$ cat config.mk
export PLATFORM = sky130hd
export DESIGN_NAME = set_bit_scanner_flat
export DESIGN_NICKNAME = d
export VERILOG_FILES = /design/src/rtl/set_bit_scanner_if.sv /design/src/rtl/set_bit_scanner.sv /design/src/flat_wrapper.sv
export SDC_FILE = /design/constraint.sdc
export NUM_CORES = 1
export LEC_CHECK = 0
export CAP_MARGIN = 20
export CORE_UTILIZATION = 41
export CTS_BUF_LIST = sky130_fd_sc_hd__clkbuf_8 sky130_fd_sc_hd__clkbuf_16
export DETAILED_ROUTE_END_ITERATION = 12
export MAX_ROUTING_LAYER = met4
export PLACE_DENSITY_LB_ADDON = 0.25
export SETUP_SLACK_MARGIN = 0.1
export SYNTH_ARGS = -nofsm -noshare
export SYNTH_HDL_FRONTEND = slang
export SYNTH_SLANG_ARGS = --single-unit
$ cat constraint.sdc
create_clock -name clk_i -period 1.9 [get_ports clk_i]
set_input_delay 0.38 -clock clk_i [delete_from_list [all_inputs] [get_ports clk_i]]
set_output_delay 0.38 -clock clk_i [all_outputs]
set_load 0.005 [all_outputs]
$ cat src/rtl/set_bit_scanner_if.sv
`default_nettype none
// +------------------------------------------------------------------------+
// | set_bit_scanner_if                                                      |
// | Vector-in / index-out handshake bundle for the set-bit scanner.         |
// | Revision: 1.0                                                           |
// +------------------------------------------------------------------------+
interface set_bit_scanner_if #(
    parameter int WIDTH = 8
);
    localparam int IDXW = (WIDTH > 1) ? $clog2(WIDTH) : 1;

    logic             in_valid_i;
    logic             in_ready_o;
    logic [WIDTH-1:0] A;
    logic             out_valid_o;
    logic             out_ready_i;
    logic [IDXW-1:0]  idx_o;
    logic             last_o;
    logic             empty_o;

    // Scanner side
    modport slave (
        input  in_valid_i, A, out_ready_i,
        output in_ready_o, out_valid_o, idx_o, last_o, empty_o
    );

    // Producer/consumer side
    modport master (
        output in_valid_i, A, out_ready_i,
        input  in_ready_o, out_valid_o, idx_o, last_o, empty_o
    );
endinterface
`default_nettype wire

$ cat src/rtl/set_bit_scanner.sv
`default_nettype none
// +------------------------------------------------------------------------+
// | set_bit_scanner                                                         |
// | Emits the index of every set bit of an accepted vector, LSB first.      |
// | Revision: 1.0                                                           |
// +------------------------------------------------------------------------+
module set_bit_scanner #(
    parameter int WIDTH = 8
) (
    input  wire logic          clk_i,
    input  wire logic          rst_ni,
    set_bit_scanner_if.slave   bus
);
    localparam int IDXW = (WIDTH > 1) ? $clog2(WIDTH) : 1;

    typedef enum logic [0:0] {
        IDLE = 1'b0,
        SCAN = 1'b1
    } state_t;

    state_t           state_q, state_d;
    logic [WIDTH-1:0] res_q, res_d;
    logic             zflag_q, zflag_d;

    logic [IDXW-1:0]  low_idx;
    logic [WIDTH-1:0] res_cleared;
    logic             res_last;
    logic             out_hs;
    logic             in_ready;

    // Highest index iterated first so the lowest set bit wins.
    always_comb begin
        low_idx = '0;
        for (int i = WIDTH - 1; i >= 0; i--) begin
            if (res_q[i]) begin
                low_idx = IDXW'(i);
            end
        end
    end

    assign res_cleared = res_q & (res_q - WIDTH'(1));
    assign res_last    = (res_cleared == '0);

    always_comb begin
        state_d  = state_q;
        res_d    = res_q;
        zflag_d  = zflag_q;
        in_ready = 1'b0;
        out_hs   = 1'b0;

        case (state_q)
            IDLE: begin
                in_ready = 1'b1;
                if (bus.in_valid_i) begin
                    res_d   = bus.A;
                    zflag_d = (bus.A == '0);
                    state_d = SCAN;
                end
            end
            SCAN: begin
                out_hs = bus.out_ready_i;
                if (out_hs && !res_last) begin
                    res_d = res_cleared;
                end else if (out_hs) begin
                    // Last beat hands off straight to the next vector.
                    in_ready = 1'b1;
                    if (bus.in_valid_i) begin
                        res_d   = bus.A;
                        zflag_d = (bus.A == '0);
                    end else begin
                        res_d   = '0;
                        zflag_d = 1'b0;
                        state_d = IDLE;
                    end
                end
            end
            default: begin
                state_d = IDLE;
            end
        endcase
    end

    always_ff @(posedge clk_i or negedge rst_ni) begin
        if (!rst_ni) begin
            state_q <= IDLE;
            res_q   <= '0;
            zflag_q <= 1'b0;
        end else begin
            state_q <= state_d;
            res_q   <= res_d;
            zflag_q <= zflag_d;
        end
    end

    assign bus.in_ready_o  = in_ready;
    assign bus.out_valid_o = (state_q == SCAN);
    assign bus.idx_o       = ((state_q == SCAN) && !zflag_q) ? low_idx : '0;
    assign bus.last_o      = (state_q == SCAN) && res_last;
    assign bus.empty_o     = (state_q == SCAN) && zflag_q;

endmodule
`default_nettype wire

$ cat src/flat_wrapper.sv
// flat-port wrapper written by rule: the top's interface ports become plain ports
module set_bit_scanner_flat 
#(
    parameter int WIDTH = 8
)
  (clk_i, rst_ni, bus_in_valid_i, bus_A, bus_out_ready_i, bus_in_ready_o, bus_out_valid_o, bus_idx_o, bus_last_o, bus_empty_o);
  set_bit_scanner_if #(.WIDTH(WIDTH)) bus_i ();
  input  wire logic clk_i;
  input  wire logic rst_ni;
  input wire logic [$bits(bus_i.in_valid_i)-1:0] bus_in_valid_i;
  input wire logic [$bits(bus_i.A)-1:0] bus_A;
  input wire logic [$bits(bus_i.out_ready_i)-1:0] bus_out_ready_i;
  output wire logic [$bits(bus_i.in_ready_o)-1:0] bus_in_ready_o;
  output wire logic [$bits(bus_i.out_valid_o)-1:0] bus_out_valid_o;
  output wire logic [$bits(bus_i.idx_o)-1:0] bus_idx_o;
  output wire logic [$bits(bus_i.last_o)-1:0] bus_last_o;
  output wire logic [$bits(bus_i.empty_o)-1:0] bus_empty_o;
  assign bus_i.in_valid_i = bus_in_valid_i;
  assign bus_i.A = bus_A;
  assign bus_i.out_ready_i = bus_out_ready_i;
  assign bus_in_ready_o = bus_i.in_ready_o;
  assign bus_out_valid_o = bus_i.out_valid_o;
  assign bus_idx_o = bus_i.idx_o;
  assign bus_last_o = bus_i.last_o;
  assign bus_empty_o = bus_i.empty_o;
  set_bit_scanner #(.WIDTH(WIDTH)) u_core (.clk_i(clk_i), .rst_ni(rst_ni), .bus(bus_i));
endmodule
### Yosys cells after proc, flatten, opt, wreduce, memory -nomap -nowiden

Cells that the tools add are included.

| cells by class | value |
|---|---|
| add/subtract/negate cells | 1 |
| eq/ne operators | 4 |
| multiplexer cells | 26 |
| bitwise logic cells | 2 |
| reduce and logical (&&, ||, !) cells | 10 |

Operator list:

| kind | count |
|---|---|
| 8-bit 2-to-1 mux | 4 |
| 3-bit 2-to-1 mux | 9 |
| 8-bit zero test | 2 |
| 8-bit one-hot mux with 2 select lines | 1 |
| 1-bit 2-to-1 mux | 9 |
| 8-bit bitwise AND | 1 |
| 8-bit by 1-bit subtractor with 8-bit output (second input constant) | 1 |
| 2-bit != test (second input constant) | 3 |
| 1-bit one-hot mux with 2 select lines | 3 |
| 1-bit logical AND | 4 |
| 3-bit != test (second input constant) | 1 |
| 3-bit AND reduction | 1 |
| 1-bit zero test | 2 |
| 2-bit AND reduction | 1 |
| 1-bit inverter | 1 |

| word-level totals | value |
|---|---|
| register bits after elaboration | 10 |
| output and inout port bits | 7 |
| logic and storage cells | 46 |

### Logic depth before layout (Yosys ltp)

Gate-level depths: netlist of the first run.

| logic depth | value |
|---|---|
| word-level depth | 9 |
| mapped depth | 6 |

### Least setup slack after synthesis of the first run

Ideal clock, no wire load.

| timing | value |
|---|---|
| path type | register to output |
| start point | register u_core.res_q[0] |
| end point | output bus_in_ready_o |
| arrival time | 1624 ps |
| path slack | -104 ps |
| stages on the path, launching flop included | 7 |
| path buffers | 2 |
| path through | dfrtp_1 -> buf_6 -> or4_4 -> buf_6 -> o21a_1 -> o221a_1 -> nor2_1 |

| between the ends | value |
|---|---|
| word-level cells in the longest chain between the ends | 7 |

RTL lines:

| element | RTL line | RTL |
|---|---|---|
| start: declaration | set_bit_scanner.sv:22 | `logic [WIDTH-1:0] res_q, res_d;` |
| start signal: assignment | set_bit_scanner.sv:90 | `res_q <= res_d;` |
| 8-bit by 1-bit subtractor with 8-bit output | set_bit_scanner.sv:41 | `assign res_cleared = res_q & (res_q - WIDTH'(1));` |
| 8-bit bitwise AND * | set_bit_scanner.sv:41 |  |
| 8-bit zero test * | set_bit_scanner.sv:42 | `assign res_last = (res_cleared == '0);` |
| 1-bit zero test * | set_bit_scanner.sv:62 | `if (out_hs && !res_last) begin` |
| 1-bit logical AND * | set_bit_scanner.sv:62 |  |
| 1-bit 2-to-1 mux * | set_bit_scanner.sv:62 |  |
| 1-bit one-hot mux with 2 select lines * | set_bit_scanner.sv:51 | `case (state_q)` |
| end: declaration | flat_wrapper.sv:13 | `output wire logic [$bits(bus_i.in_ready_o)-1:0] bus_in_ready_o;` |

Every way passes the cells marked *; elsewhere a longest branch is shown, timed or not.

### Worst setup path in the final report of the first run

| timing | value |
|---|---|
| start point | register u_core.res_q[3] |
| end point | output bus_in_ready_o |

The elaborated chain is that of the path after synthesis.

==> summary.txt, run 1 <==
Outcome
  – Status: finished, violations left
  – Failing checks: negative setup slack

Cells and area
  – Antenna diodes: 0
  – Final instance area: about 1200 um^2
  – Nets: ~130
  – Finished Layout Cells: 132
  – Layout cells sized above 1: 0.422
  – Area Growth Syn to Fin: 67.9%

Route
  – DR WL/cell: ~18 um
  – Routed Antenna Nets: 0
  – DRC marker count from the first detailed-route iteration: 13
  – Drt drc: 0
  – Vias: 799
  – Vias per inst: 6.05
  – First-pass DRT Iterations: 4
  – Routed wire length: 2320 um

STA
  – Relative slew margins: 0.669
  – Min Tclk post-route: ~2100 ps
  – TNS Setup: -737 ps
  – Tightest Pin Transition: between 400 and 500 ps
  – Fin. Hold Viols: 0
  – Max Fclk: 0.465 GHz
  – Fin. max-slew vios: 0
  – Setup skew after layout: between 6 and 7 ps
  – Final worst path period share: 1.13
  – Final worst-path setup slack: -249 ps
  – Final setup fails: 7
  – RSZ-0062 raised after global routing: yes

Clock tree
  – TritonCTS clock tree: yes
  – Clk_lat worst skew: 250 ps
  – Max clock buf depth: 2
  – Clock sink count: 10
  – Worst-path clk slew: roughly 50 ps
  – H-tree level count: 1
  – Hold-fix buffer count after cts: 0
  – Clock root cell: clkbuf_8
  – CTS Buf Count: 3

Synth
  – Post-synth top area share: 0.364
  – Seq/Total Area, Yosys: 0.364
  – Post-synth EDFFs: 0
  – Top cells by instance count after synthesis: dfrtp_1 (10), nor2_1 (7), nand2_1 (5)
  – Synthesized netlist cell count: 74
  – Register bit total from synthesis: 10
  – Post-synthesis cell type count: 35
  – Dominant cell type by area after synthesis: dfrtp_1
  – Async set or reset register ratio after synthesis: 1.00
  – YS warnings: 0
  – Top cells by area, synth: dfrtp_1 (36%), a32o_1 (4.4%), nor2_1 (3.8%), o2bb2ai_1 (3.8%), buf_6 (3.3%)
  – Most common cell in the netlist: dfrtp_1
  – Syn_area_per_cell: approximately 9.3 um^2
  – Most used DFF post-synth: dfrtp_1
  – Post-Syn Nets: 86
  – Post-Syn Area: just under 700 um^2

Worst setup path
  – CP endpoint kind: primary output
  – Critical path origin: u_core.res_q[3]$_DFFE_PN0P_
  – Largest delay contributor family on the critical path: simple AND/OR/NAND/NOR gates
  – Crit-path max FO: 2
  – CP max stage cell: or4_4
  – Critical R2R Launch: u_core.res_q[3]$_DFFE_PN0P_
  – Reg2reg path depth: 7
  – Worst Path Class, Setup: reg -> out
  – CP bufs+invs: 1
  – R2r setup slk: -80 ps
  – Worst r2r dst: u_core.res_q[7]$_DFFE_PN0P_
  – Chain of cells forming the critical path: or4_4 -> o21a_1 -> o221a_1 -> nor2_1 -> buf_2
  – CP Launch Type: register
  – Worst EP required: around 1500 ps
  – Largest stage delay, worst path: between 500 and 600 ps
  – WP data arrival: between 1500 and 2000 ps

Power and ir drop
  – Pwr Density: around 1900 nW/um^2
  – Net Sw Power: 872 uW
  – Switching portion of total power: 0.405
  – Pleak: between 0.0005 and 0.0006 uW
  – Comb power frac: 0.692
  – Clock network power share: 0.130
  – Total power: 2150 uW
  – Maximum vdd drop: about 1000 uV
  – Int Power: between 1000 and 1500 uW
  – Seq pwr share: 0.178

Global routing
  – Grt met3 use: 0.0596
  – Gr ovfl total: 0
  – First-pass GRT wire length: 3750 um
  – Initial antenna violation count: 0
  – GRT Util Overall: 0.294
  – Vias in the first global route: 764
  – Largest net degree at the start of global routing: 11
  – Most Crowded Layer GR: met2
  – GR Util met1: 0.374
  – Met2 usage: 0.448

Floorplanning
  – DIE HEIGHT: between 40 and 50 um
  – Rows: 14
  – Die footprint: roughly 1800 um^2
  – Core Area: roughly 1500 um^2
  – Die Wd: about 43 um
  – Initial Util: 0.446
  – Num ports: 19

Place
  – IO Port Bufs: 18
  – Place WS: -399 ps
  – Post-DP Area: 998 um^2
  – HPWL after DPL: 1520 um
  – RePlAce Congestion: a little over 0.8
  – DP Cell Count: roughly 120

Job
  – Max cap viols: 0

Min path
  – Hold Crit Class: in -> async
layer usage:
layer	part of all wire	vias up
li1	-	370
met4	0.033	0
met5	0	-
met3	0.032	11
met1	0.44	394
met2	0.49	24
flip-flops by register name, indices dropped and copies added (netlist names):
signal and cells:
u_core.bus.out_valid_o 1, u_core.zflag_q 1, u_core.res_q 8
how the worst max path moves through the flow:
| stage | depth (start not counted) | to | slack, ps |
|---|---|---|---|
| detailed placement | 5 | bus_in_ready_o | -400 |
| global route | 5 | bus_in_ready_o | -330 |
| finish | 5 | bus_in_ready_o | -250 |
| floorplan | 5 | bus_in_ready_o | -40 |
| CTS | 5 | bus_in_ready_o | -270 |
| global placement | 5 | bus_in_ready_o | -380 |
logic make-up (layout without fill, tap and decap cells):
logic type,count (synthesis),count (layout),share of synthesized area
simple gates,31,31,0.242
compound gates,25,25,0.306
flops,10,10,0.364
mux,1,1,0.0164
fa+ha+maj,1,1,0.0146
buf+inv,6,48,0.0565
final cells by class:
type	count	area [um^2]
multi-input combinational	58	475
inverter	2	7.51
clock buffer	4	55.1
fill	112	388
tap	16	20.0
timing repair buffer	42	343
sequential	10	253
placed cells by master (no fill, tap or decap), drive strengths merged, types with 2 or more instances in the layout:
cell type	instances
inv	2
clkdlybuf4s50	13
o21a	2
clkbuf	4
nor3	4
nor4	3
a211o	2
buf	29
or3	2
dfrtp	10
nand2b	3
o31ai	3
o22ai	2
nor2	7
o21ai	3
o2bb2ai	3
or4	2
a32o	3
nand2	5
and3	2
power by group through the flow:
stage          clock [uW]  combinational (uW)  sequential [uW]
2_1_floorplan           0                 697              377
3_3_place_gp            0                1240              380
3_5_place_dp            0                1270              385
4_1_cts               280                1400              372
5_1_grt               290                1620              396
6_report              279                1490              383
worst reg2reg max path, delay by kind of cell, from the launching register on:
family | cells | cell delay (ps)
simple gates | 1 | 530
buf+inv | 4 | 510
compound gates | 2 | 450
flops | 1 | 370
per-stage QoR:
step / util / hold WS, ps
4_1_cts: 0.727 / 482
3_5_place_dp: 0.648 / 534
2_1_floorplan: - / 84.4
6_report: 0.748 / 465
3_3_place_gp: 0.648 / 530
5_1_grt: 0.748 / 513
repair_timing:
item	in CTS	in global routing
setup buffers	3	2
endpoints found under the setup margin	10	15
gates resized for setup	29	7
pin swaps	11	10
No activity file was read; power rests on OpenSTA's default activity.
==> run 2: changes to the inputs <==
--- a/config.mk
+++ b/config.mk
@@ -8,6 +8,7 @@
 export CAP_MARGIN = 20
 export CORE_UTILIZATION = 41
 export CTS_BUF_LIST = sky130_fd_sc_hd__clkbuf_8 sky130_fd_sc_hd__clkbuf_16
+export CTS_CLUSTER_SIZE = 40
 export DETAILED_ROUTE_END_ITERATION = 12
 export MAX_ROUTING_LAYER = met4
 export PLACE_DENSITY_LB_ADDON = 0.25
==> results of run 2 <==
Final layout, timing and power as in run 1 (identical DEF).
